==> config.mk <==
export PLATFORM = sky130hd
export DESIGN_NAME = mmio_responder
export DESIGN_NICKNAME = d
export VERILOG_FILES = /design/src/rtl/mmio_responder.sv
export SDC_FILE = /design/constraint.sdc
export NUM_CORES = 1
export LEC_CHECK = 0
export BUFFER_PORTS_ARGS = -buffer_cell sky130_fd_sc_hd__buf_2
export CAP_MARGIN = 20
export CORE_MARGIN = 3
export CORE_UTILIZATION = 30
export CTS_CLUSTER_DIAMETER = 200
export DETAILED_ROUTE_END_ITERATION = 8
export GPL_TIMING_DRIVEN = 0
export SYNTH_ARGS = -nofsm -noshare
export SYNTH_HDL_FRONTEND = slang
export SYNTH_SLANG_ARGS = --single-unit
==> constraint.sdc <==
create_clock -name clk -period 4.5 [get_ports clk]
set_clock_uncertainty 0.1 [all_clocks]
set_input_delay 0 -clock clk [delete_from_list [all_inputs] [get_ports clk]]
set_output_delay 0 -clock clk [all_outputs]
set_load 0.05 [all_outputs]
==> src/rtl/mmio_responder.sv <==
// mmio_responder
// --------------
// A memory-mapped peripheral in a 16-byte window at BASE. It sits on the CPU bus
// alongside cpumemory. Reads have a one-cycle registered latency, which is the same
// latency that cpumemory has. It holds the following state:
//   - a 16-bit LED register
//   - an 8-bit TIMER, advanced by a prescaler, with an 8-bit compare (CMP)
//   - a sticky match flag
//   - an interrupt line
//
// Ports:
//   clk      : system clock. All state changes on the rising edge.
//   reset    : asynchronous, active-high. Clears all state.
//   addr     : bus address. A hit is decoded when addr[15:4] == BASE[15:4].
//   data_in  : write data.
//   mw       : write strobe. A write happens on an edge where mw=1 and addr hits.
//   data_out : registered read data. It is 8'h00 when the previous cycle did not hit.
//   hit      : registered decode. The CPU top uses it to select this read data.
//   led      : LED register contents.
//   irq      : flag & CTRL.irq_en. Combinational from registers.
//
// Register map (offset addr[3:0]):
//   0 LED_LO rw | 1 LED_HI rw | 2 TIMER rw | 3 CMP rw | 4 STATUS (bit0 flag, W1C)
//   5 CTRL rw[2:0] = {irq_en, auto_reload, enable} | 6 ID ro | 7-15 read 0
module mmio_responder #(
  parameter logic [15:0] BASE     = 16'hFF00,
  parameter int          PRESCALE = 1000,
  parameter logic [7:0]  DEV_ID   = 8'h65
) (
  input  logic        clk,
  input  logic        reset,
  input  logic [15:0] addr,
  input  logic [7:0]  data_in,
  input  logic        mw,
  output logic [7:0]  data_out,
  output logic        hit,
  output logic [15:0] led,
  output logic        irq
);

  localparam logic [15:0] PRESC_MAX = 16'(PRESCALE - 1);

  logic [7:0]  data_out_q, data_out_d;
  logic        hit_q;
  logic [15:0] led_q, led_d;
  logic [7:0]  timer_q, timer_d;
  logic [7:0]  cmp_q, cmp_d;
  logic [2:0]  ctrl_q, ctrl_d;
  logic        flag_q, flag_d;
  logic [15:0] presc_q, presc_d;

  logic       sel;
  logic [3:0] off;
  logic       wr;
  logic       timer_wr;
  logic       tick;
  logic       match;
  logic [7:0] rd_data;

  assign sel      = (addr[15:4] == BASE[15:4]);
  assign off      = addr[3:0];
  assign wr       = mw & sel;
  assign timer_wr = wr & (off == 4'd2);
  assign tick     = ctrl_q[0] & (presc_q == PRESC_MAX);
  assign match    = (timer_q == cmp_q);

  // Read mux. It reads the current register values, so a read returns the
  // value from before any write or tick that happens on the same edge.
  always_comb begin
    rd_data = 8'h00;
    case (off)
      4'd0:    rd_data = led_q[7:0];
      4'd1:    rd_data = led_q[15:8];
      4'd2:    rd_data = timer_q;
      4'd3:    rd_data = cmp_q;
      4'd4:    rd_data = {7'd0, flag_q};
      4'd5:    rd_data = {5'd0, ctrl_q};
      4'd6:    rd_data = DEV_ID;
      default: rd_data = 8'h00;
    endcase
  end

  always_comb begin
    data_out_d = sel ? rd_data : 8'h00;
    led_d      = led_q;
    cmp_d      = cmp_q;
    ctrl_d     = ctrl_q;
    timer_d    = timer_q;
    flag_d     = flag_q;
    presc_d    = presc_q;

    if (wr && off == 4'd0) led_d[7:0]  = data_in;
    if (wr && off == 4'd1) led_d[15:8] = data_in;
    if (wr && off == 4'd3) cmp_d       = data_in;
    if (wr && off == 4'd5) ctrl_d      = data_in[2:0];

    // The prescaler advances only while the timer is enabled.
    if (ctrl_q[0]) begin
      presc_d = (presc_q == PRESC_MAX) ? 16'd0 : presc_q + 16'd1;
    end

    // The compare uses the old CMP even when CMP is written on this edge.
    if (tick && match) begin
      timer_d = ctrl_q[1] ? 8'h00 : timer_q + 8'd1;
    end else if (tick) begin
      timer_d = timer_q + 8'd1;
    end

    // Writing 1 to STATUS bit0 clears the flag. If a match sets the flag on the
    // same edge, the set takes priority.
    if (wr && off == 4'd4 && data_in[0]) flag_d = 1'b0;
    if (tick && match)                    flag_d = 1'b1;

    // A TIMER write cancels this edge's tick completely: no count, no flag
    // change from the tick, and the prescaler starts its period again.
    if (timer_wr) begin
      timer_d = data_in;
      presc_d = 16'd0;
      flag_d  = flag_q;
      if (off == 4'd4 && data_in[0]) flag_d = 1'b0;
    end
  end

  always_ff @(posedge clk or posedge reset) begin
    if (reset) begin
      data_out_q <= 8'h00;
      hit_q      <= 1'b0;
      led_q      <= 16'h0000;
      timer_q    <= 8'h00;
      cmp_q      <= 8'hFF;
      ctrl_q     <= 3'b000;
      flag_q     <= 1'b0;
      presc_q    <= 16'd0;
    end else begin
      data_out_q <= data_out_d;
      hit_q      <= sel;
      led_q      <= led_d;
      timer_q    <= timer_d;
      cmp_q      <= cmp_d;
      ctrl_q     <= ctrl_d;
      flag_q     <= flag_d;
      presc_q    <= presc_d;
    end
  end

  assign data_out = data_out_q;
  assign hit      = hit_q;
  assign led      = led_q;
  assign irq      = flag_q & ctrl_q[2];

endmodule

* Word level (Yosys, flattened, before mapping)
Cells that the tools add are included.
** Operators by class
- Equal/unequal tests :: 10
- Reductions and logical operators :: 13
- Add/sub/neg operators :: 2
- Multiplexer cells :: 13
- Bitwise gates (word level) :: 4
** Operators by type and width (number)
- 8-bit one-hot mux with 7 select lines :: 1
- 16-bit 2-to-1 mux :: 3
- 8-bit 2-to-1 mux :: 5
- 16-bit by 1-bit adder with 16-bit output (second input constant) :: 1
- 16-bit by 10-bit == test with 1-bit output (second input constant) :: 1
- 12-bit == test (second input constant) :: 1
- 4-bit by 3-bit == test with 1-bit output (second input constant) :: 3
- 8-bit by 1-bit adder with 8-bit output (second input constant) :: 1
- 4-bit by 2-bit == test with 1-bit output (second input constant) :: 2
- 8-bit == test :: 1
- 1-bit logical AND :: 8
- 3-bit nonzero test :: 2
- 1-bit AND :: 4
- 4-bit by 1-bit == test with 1-bit output (second input constant) :: 1
- 4-bit logical NOT :: 1
- 1-bit 2-to-1 mux :: 4
- 2-bit by 1-bit != test with 1-bit output (second input constant) :: 1
- 2-bit AND reduction :: 1
- 2-bit nonzero test :: 1
** Word-level totals
- Output and inout bits :: 26
- Register bits after elaboration :: 61

* Logic depth before layout (Yosys ltp)
Gate-level depths: netlist (run 1).
- Word-level depth :: 7
- Mapped depth :: 7

* Least setup slack after synthesis (run 1)
No wires, ideal clock.
- Path kind :: register to register
- Start point :: register timer_q[5]
- End point :: register timer_q[5]
- Setup time :: 0.142 ns
- Path buffers :: 1
- Path slack :: 2.600 ns
- Stages on the path, launching flop included :: 7
- Arrival time :: 1.658 ns
- Cells stage by stage :: dfrtp_1 > clkbuf_2 > xor2_1 > nor4_1 > nand3_2 > a22oi_1 > a31oi_1
** Between the ends
- Word-level cells in the longest chain between the ends :: 4
- Elaborated cells on any way between the ends :: 8
- Classes of those cells :: add/sub (1); eq/ne (1); mux (4); reduce/logical (2)
** Ends and longest elaborated chain
- start: declaration :: RTL line 46 : logic [7:0] timer_q, timer_d;
- start signal: assignment :: RTL line 138 : timer_q <= timer_d;
- 8-bit by 1-bit adder with 8-bit output / 8-bit == test (equally long branches) :: RTL line 104, 106, 65
- 8-bit 2-to-1 mux, or another cell as far along :: RTL line 105 : end else if (tick) begin
- 8-bit 2-to-1 mux :: RTL line 103 : if (tick && match) begin
- 8-bit 2-to-1 mux :: RTL line 116 : if (timer_wr) begin
Several ways; a longest one is shown, not always the timed one. The select of a mux whose other input is x is not followed.
A chain may end at the register's enable or synchronous reset.

* Final worst setup path (run 1)
- Start point :: register timer_q[3]
- End point :: register timer_q[5]
Same word-level chain as after synthesis.

==> results.cfg, run 1 <==
[status]
run_status = complete, no violations

[hold_path]
worstHoldStart = addr[11]
holdPathStages = 3
holdPathEnd = hit
hp-class = in -> reg

[timing]
rsz0062_at_grt = false
hold_violations = 0
min_period_over_period = 0.5185
period_minus_slack_ns = 2.333
fin_tns_setup_ns = 0
setup_viol = 0
max_slew.worst_pin.slew_ns = 0.8468
hold_ws_ns = 0.01696
slew_headroom = 0.4303
max_clock_freq_mhz = 428.6
final_max_slew_viol_count = 0

[floorplanning]
chipHeight_um = 109.4
die_w_um = 109.4
rows = 37
io_pins = 53
die_area_mm2 = 0.01197
coreArea_mm2 = 0.01037
start_util = 0.3092

[global_routing]
grt_use_met1 = 0.1982
grt_max_degree = 37
grt_use_total = 0.1443
gr-usage-met2 = 0.2214
grt_pass1_wl_um = 13530
top_usage_layer = met2
grt_overflow_total = 0
met3_usage = 0.02877
grt_pass1_vias = 2683
antenna_found_initial = 0

[cts]
cts_max_level = 3
clk_pin_slew_worst_paths_ns = 0.08
clock_latency_ns = 0.35
cts_sinks = 61
clockRootBuffer = clkbuf_8
cts_tree = done
clockBufferDepth = 2
numCtsBuffers = 9
post-cts-setup-buffers = 0

[synthesis]
synth-edff-count = 0
ys_seq_area_frac = 0.4791
synth_seq_cells = 61
synthMuxAreaShare = 0.1018
synth_ff_type = dfrtp_1
synth_adder_area_share = 0.007803
synth_top_family_by_area = simple AND/OR/NAND/NOR gates
synth.distinct_cells = 50
synthXorXnorAreaFrac = 0.06009
async_flop_share = 1.000
syn_area_mm2 = 0.003207
synth_compound_area_frac = 0.1077
syn-num-nets = 333
yosys_warnings = 0
synthSimpleGateAreaFrac = 0.2282
synth_cells = 304
synth_area_per_cell_um2 = 10.55

[placement]
routabilityCongestion = 0.7878
dp_hpwl_um = 5879
io_buffers = 51

[critical_path]
cp-end-kind = register
r2r_slack_ns = 2.17
r2r_start = timer_q[3]
crit_type = reg -> reg
r2r_cells = 5
crit_path_start = timer_q[3]
crit_required_ns = 4.61
arrival_ns = 2.44
timing.rr.end = timer_q[5]
cp_max_fo = 10
start_kind = register

[run]
cap_violations = 0

[routing]
ant_nets = 0
firstDrtPassIters = 4
via_count = 2706
drcViolationCount = 0
detail_route.wl_per_cell_um = 15.42
totalWireLength_um = 8035
drt_iter0_markers = 204
via_per_inst = 5.194

[layout]
num-nets-final = 409
final_cell_mix = buf_2 (53), dfrtp_1 (53), nor2_1 (38)
drive_gt1_frac = 0.3091
area_growth_syn_to_layout_pct = 23.41
diodes = 0

[power_and_ir_drop]
leakagePower_uw = 0.001790
p_per_area_mw_per_mm2 = 265.0
irDropWorstVdd_mv = 0.1025
[critical path, cell delays in order (launching register included)]
cell     delay (ns)
dfrtp_1        0.47
xor2_1         0.20
nor4_1         0.70
nand3_2        0.37
a22oi_1        0.25
a31oi_1        0.11
[sequential cells by signal (all words and copies together) (netlist names)]
signal	flops
led	16
flag_q	1
hit	1
presc_q	16
ctrl_q	3
data_out	8
cmp_q	8
timer_q	8
[final cells by class]
class                   count  area (µm²)
inverters                   2       7.507
well taps                 136       170.2
flip-flops and latches     61        1536
repair buffers             65       405.4
fillers                  1065        6412
plain buffers              10       41.29
multi-input cells         231        1622
clock inverters             7       51.30
clock buffers               9       123.9
[report_power, final]
part           internal (µW)  switching, µW  total [µW]
clock                    201            236         436
combinational           26.2           37.1        63.3
sequential               549          0.369         549
[metal layers]
layer / vias to the layer above / part of all wire
met5: - / 0
met4: 0 / 0.020
met2: 64 / 0.46
li1: 1271 / -
met1: 1358 / 0.47
met3: 13 / 0.049
[per-stage QoR]
stage                     setup WS (ns)  cells  power, µW  area [µm²]    util
after global routing              1.937    521       1091        3958  0.3816
final                             2.167    521       1049        3958  0.3816
after detailed placement          2.181    492      614.6        3652  0.3522
after floorplan                   2.600    304      586.7        3207       -
after CTS                         2.178    521       1057        3958  0.3816
after global placement            2.132    491      611.8        3632  0.3503
[repair_timing]
item                                   in CTS  in global routing
setup endpoints to repair                   0                  0
resized for setup                           0                  0
endpoints found under the hold margin      68                  0
hold buffers                               13                  0
[worst max path at each step]
stage / cells past startpoint / slack [ns] / endpoint
5_1_grt: 5 / 1.94 / timer_q[6]
2_1_floorplan: 6 / 2.60 / timer_q[5]
3_5_place_dp: 5 / 2.18 / timer_q[5]
4_1_cts: 5 / 2.18 / timer_q[5]
3_3_place_gp: 2 / 2.13 / led[5]
6_report: 5 / 2.17 / timer_q[5]
[synth_stat cells (3+ instances only)]
cell type / count / share of area
dfrtp_1: 53 / 0.41
nor2_1: 38 / 0.044
mux2_2: 29 / 0.10
nand2_1: 26 / 0.030
xor2_1: 17 / 0.046
a31oi_1: 9 / 0.018
dfstp_2: 8 / 0.066
nand3_1: 8 / 0.012
nand4_1: 7 / 0.014
o21ai_0: 7 / 0.011
a21oi_1: 6 / 0.0094
and2_1: 6 / 0.012
and3_1: 6 / 0.012
clkbuf_1: 6 / 0.0070
a22oi_1: 5 / 0.012
and4_1: 5 / 0.014
nor4_1: 5 / 0.0098
xnor2_1: 5 / 0.014
a22o_1: 4 / 0.011
nor2b_1: 4 / 0.0078
a21o_1: 3 / 0.0070
a222oi_1: 3 / 0.0094
nand2b_1: 3 / 0.0059
nand4b_1: 3 / 0.0082
nor3_1: 3 / 0.0047
o211ai_1: 3 / 0.0070
[kinds of logic (layout without fill, tap and decap cells)]
logic type	Yosys count	after routing
AO/OA/AOI/OAI	49	49
XOR/XNOR	22	22
adder cells (fa/ha/maj)	2	2
buffers and inverters	12	93
flip-flops	61	61
multiplexers	29	29
AND/OR/NAND/NOR	129	129
(Power assumes the default switching activity.)
==> run 2, diff against run 1 <==
clock period = 1.9 ns   (was 4.5 ns; I/O delays follow)
==> run 2 against run 1 <==
Effect of this change: routed wire length increased by 1.8%; final area increased by 4.0%; power increased by 140%; fmax increased by 25%; clock power increased by 140%; combinational power increased by 130%.
==> results.cfg, run 2 (same netlist as run 1, synthesis figures left out) <==
[routing]
drcViolationCount = 0
firstDrtPassIters = 5
ant_nets = 0
via_per_inst = 5.123
via_count = 2710
detail_route.wl_per_cell_um = 15.47
drt_iter0_markers = 228
totalWireLength_um = 8183

[timing]
hold_ws_ns = 0.02008
period_minus_slack_ns = 1.864
setup_viol = 0
fin_tns_setup_ns = 0
hold_violations = 0
final_max_slew_viol_count = 0
rsz0062_at_grt = true
max_slew.worst_pin.slew_ns = 0.7822
max_clock_freq_mhz = 536.6
min_period_over_period = 0.9809
slew_headroom = 0.4778

[hold_path]
hp-class = in -> reg

[global_routing]
grt_max_degree = 37
grt_pass1_vias = 2734
grt_pass1_wl_um = 13810
grt_use_total = 0.1480
antenna_found_initial = 0
grt_overflow_total = 0

[floorplanning]
rows = 37
chipHeight_um = 109.4
io_pins = 53
die_w_um = 109.4
die_area_mm2 = 0.01197
start_util = 0.3092
coreArea_mm2 = 0.01037

[layout]
final_area_mm2 = 0.004118
num-nets-final = 417
n_fill_cell = 1047
final_cell_mix = buf_2 (53), dfrtp_1 (51), nor2_1 (38)
drive_gt1_frac = 0.3537
post-route-util = 0.3971
layout_commonest_cell = buf_2
diodes = 0
area_growth_syn_to_layout_pct = 28.40

[cts]
clockBufferDepth = 2
clockRootBuffer = clkbuf_8
clk_pin_slew_worst_paths_ns = 0.08
clock_latency_ns = 0.35
numCtsBuffers = 9
cts_tree = done
cts_sinks = 61
cts_max_level = 3

[critical_path]
start_kind = register
slowest_stage = or4_4
crit_required_ns = 2.09
crit_path_max_incr_delay_ns = 0.47
crit_type = reg -> reg
cp_max_fo = 4
arrival_ns = 2.06
cp-end-kind = register
crit_chain = nor4_4 > nand2_2 > or4_4 > nor3_1 > a21o_1

[run]
cap_violations = 0

[status]
run_status = complete, no violations

[placement]
io_buffers = 51
routabilityCongestion = 0.7878
postPlaceCellArea_mm2 = 0.003652
dp_hpwl_um = 5879

[power_and_ir_drop]
p_per_area_mw_per_mm2 = 601.9
finalPower_uw = 2478
irDropWorstVdd_mv = 0.2409
leakagePower_uw = 0.001876
[run 2: cell count changes in the layout (fill, tap and decap cells not counted), moves of 2 or more]
cell and change:
buf_4 +9, nor4_1 -4, nor4_4 +4, nand2_1 -3
nand2_2 +3, dfrtp_1 -2, dfrtp_2 +2
[run 2: per-layer routing]
layer / GRT usage / wire (µm)
met5: 0 / 0
met4: 0.06233 / 145
met3: 0.02936 / 420
met2: 0.2289 / 3832
met1: 0.2019 / 3784
[run 2: area by class of cell]
class | instances | area [µm²] | share of cell area
Inverter | 2 | 7.507 | 0.001823
Clock inverter | 7 | 51.30 | 0.01246
Buffer | 10 | 45.04 | 0.01094
Timing Repair Buffer | 73 | 462.9 | 0.1124
Clock buffer | 9 | 123.9 | 0.03008
Multi-Input combinational cell | 231 | 1718 | 0.4172
Sequential cell | 61 | 1539 | 0.3737
Tap cell | 136 | 170.2 | 0.04132
[run 2: worst paths after layout]
kind	from	to	slack (ns)	cells after the start
min in group asynchronous	reset	presc_q[9]	0.25	3
max	presc_q[11]	flag_q	0.04	5
max in group asynchronous	reset	cmp_q[2]	0.77	4
min reg2reg	flag_q	flag_q	0.41	1
min	addr[11]	hit	0.02	3
max reg2reg	presc_q[11]	flag_q	0.04	5
[run 2: critical path, delay by kind of cell, from the launching register on]
family	cells	cell delay [ns]
AND/OR/NAND/NOR	4	1.16
flip-flops	1	0.44
AO/OA/AOI/OAI	1	0.11
[run 2: metrics by stage]
step | std cells | setup slack (ns)
final | 529 | 0.03634
after global placement | 491 | -0.4683
after detailed placement | 492 | -0.4192
after CTS | 524 | 0.0002853
after floorplan | 304 | 0.0004370
after global routing | 529 | -0.04296
[run 2: repair_timing]
| item | CTS | global route |
|---|---|---|
| resized for setup | 11 | 10 |
| pin swaps | 4 | 7 |
| buffers inserted | 4 | 5 |
| endpoints found under the setup margin | 23 | 19 |
| hold endpoints to repair | 68 | 0 |
| hold buffers | 12 | 0 |
[run 2: power breakdown]
group	total [µW]	leakage, µW	internal [µW]	switching [µW]
logic	148	0.00102	60.7	87.6
clock network	1030	0.0000856	475	554
registers	1300	0.000768	1300	1.07
total	2480	0.00188	1840	643
==> run 3, diff against run 2 <==
ABC_AREA = 1   (was default)
==> run 3 against run 2 <==
Effect of this change: first-iteration DRC count rose by 0.88%; sequential share of layout area down 3.9 points; count of clock-buffer cells in the layout grew 1; die area increased by 12%; via count is 30% higher; highest routed layer unchanged; worst setup slack better by 0.10 ns; global-route usage grew 0.22 points; combinational power is 3% lower; worst hold slack got worse by 0.0021 ns; critical path depth is 5 higher; fmax increased by 5.9%.
==> results.cfg, run 3 <==
[timing]
slew_headroom = 0.6652
period_minus_slack_ns = 1.760
setup_ws_ns = 0.1396
hold_violations = 0
max_slew.worst_pin.slew_ns = 0.5017
setup_viol = 0
min_period_over_period = 0.9265
final_max_slew_viol_count = 0
rsz0062_at_grt = false
max_clock_freq_mhz = 568.1

[synthesis]
synth_seq_cells = 61
syn-num-nets = 529
yosys_warnings = 0
yosysTopAreaCellShare = 0.3672
yosysMostFrequentCell = nand2_1
synth.distinct_cells = 35
async_flop_share = 1.000
syn_area_mm2 = 0.003612
netlist.top_cell.by_area = dfrtp_1
synth_ff_type = dfrtp_1
synth_common_cells = nand2_1 (147), inv_1 (77), nor2_1 (54), dfrtp_1 (53), o21ai_0 (37)
synth_area_leaders = dfrtp_1 (37%), nand2_1 (15%), inv_1 (8.0%)
synth_area_per_cell_um2 = 7.224
synth_cells = 500
synth-edff-count = 0
ys_seq_area_frac = 0.4254

[floorplanning]
io_pins = 53
chipHeight_um = 115.7
start_util = 0.3110
rows = 39
die_w_um = 115.7
die_area_mm2 = 0.01339
coreArea_mm2 = 0.01161

[layout]
final_cell_mix = nand2_1 (146), inv_1 (75), buf_2 (55)
drive_gt1_frac = 0.2277
num-nets-final = 608
fin_cells = 727
layout_commonest_cell = nand2_1
diodes = 0
area_growth_syn_to_layout_pct = 27.05

[hold_path]
hp-class = in -> reg

[cts]
clock_latency_ns = 0.33
cts_sinks = 61
numCtsBuffers = 9
clk_pin_slew_worst_paths_ns = 0.06
clockRootBuffer = clkbuf_16
clockBufferDepth = 2
cts_tree = done
cts_max_level = 3

[power_and_ir_drop]
irDropWorstVdd_mv = 0.5345
leakagePower_uw = 0.002291
p_per_area_mw_per_mm2 = 652.5

[routing]
firstDrtPassIters = 5
drcViolationCount = 0
detail_route.wl_per_cell_um = 13.30
wl_met1_um = 4688
ant_nets = 0
wl_met3_um = 496
met2_length_um = 4286
totalWireLength_um = 9666
via_per_inst = 4.829
highest_layer = met4
drt_iter0_markers = 230
via_count = 3511

[run]
cap_violations = 0

[global_routing]
grt_use_total = 0.1502
grt_overflow_total = 0
antenna_found_initial = 0
grt_pass1_vias = 3356
grt_pass1_wl_um = 16050
grt_max_degree = 28

[critical_path]
cp_max_fo = 10
arrival_ns = 1.88
start_kind = register
crit_type = reg -> reg
cp-end-kind = register
crit_required_ns = 2.02

[placement]
place_ws_ns = -0.007565
routabilityCongestion = 0.8849
dp_cells = 697
io_buffers = 52
dp_hpwl_um = 7286

[status]
run_status = complete, no violations
## run 3: changes by cell type after synthesis, moves of 13 or more
cell     previous run  this run
inv_1               2        77
nand3_1             8        32
o21ai_0             7        37
nor2_1             38        54
nand2_1            26       147
mux2_2             29         0
a21oi_1             6        19
## run 3: timing repair
item / CTS / global route
gates resized for setup: 1 / 17
buffers inserted: 0 / 4
endpoints found under the setup margin: 1 / 11
hold buffers: 10 / 0
endpoints found under the hold margin: 91 / 0
pin swaps: 0 / 2
## run 3: per-stage QoR
stage | instance area (µm²) | power (µW) | util | hold WS (ns) | setup TNS [ns]
6_report | 4589 | 2995 | 0.3952 | 0.01799 | 0
5_1_grt | 4589 | 3099 | 0.3952 | 0.04905 | 0
4_1_cts | 4481 | 3017 | 0.3858 | 0.01900 | 0
3_5_place_dp | 4091 | 1451 | 0.3523 | -0.1418 | -0.007565
2_1_floorplan | 3612 | 1382 | - | 0.06792 | 0
3_3_place_gp | 4051 | 1439 | 0.3488 | 0.2362 | -28.11
## run 3: logic make-up (layout without fill, tap and decap cells)
group,count (synthesis),in the layout,synth area share
flip-flops,61,61,0.4254
AND/OR/NAND/NOR,259,259,0.3114
AO/OA/AOI/OAI,78,78,0.1289
XOR/XNOR,9,9,0.02182
adder cells (fa/ha/maj),2,2,0.006926
buffers and inverters,91,175,0.1056
## run 3: final timing paths
kind	start	endpoint	slack, ns	cells after the start
max in group asynchronous	reset	cmp_q[6]	1.14	4
min	addr[8]	hit	0.02	5
min in group asynchronous	reset	presc_q[3]	0.05	3
max	presc_q[0]	timer_q[0]	0.14	10
min reg2reg	cmp_q[0]	cmp_q[0]	0.39	2
max reg2reg	presc_q[0]	timer_q[0]	0.14	10
## run 3: layout make-up
cell class | count | area (µm²)
Inverter | 81 | 310.3
Buffer | 10 | 76.32
Tap cell | 143 | 178.9
Fill cell | 1191 | 7024
Clock buffer | 10 | 239.0
Multi-Input combinational cell | 348 | 1757
Sequential cell | 61 | 1538
Timing Repair Buffer | 68 | 445.4
Clock inverter | 6 | 45.04
## run 3: worst max-delay path: stages (launching register included)
cell and delay (ns):
dfrtp_1 0.40, ha_4 0.17, nand3_1 0.08, nor2_1 0.18, nand3_1 0.16, nand2_4 0.13
buf_12 0.12, buf_6 0.13, nand2_1 0.06, inv_1 0.06, a21oi_2 0.04
## run 3: layer usage
| metal | vias up | track usage |
|---|---|---|
| met5 | - | 0 |
| met4 | 0 | 0.06265 |
| met3 | 16 | 0.02141 |
| met2 | 116 | 0.2357 |
| met1 | 1643 | 0.2087 |
| li1 | 1736 | - |
## run 3: report_power, final
group / leakage (µW) / total (µW) / internal, µW / switching [µW]
Clock: 0.000132 / 1550 / 924 / 625
Sequential: 0.000801 / 1300 / 1300 / 1.31
Combinational: 0.00136 / 143 / 55.0 / 88.3
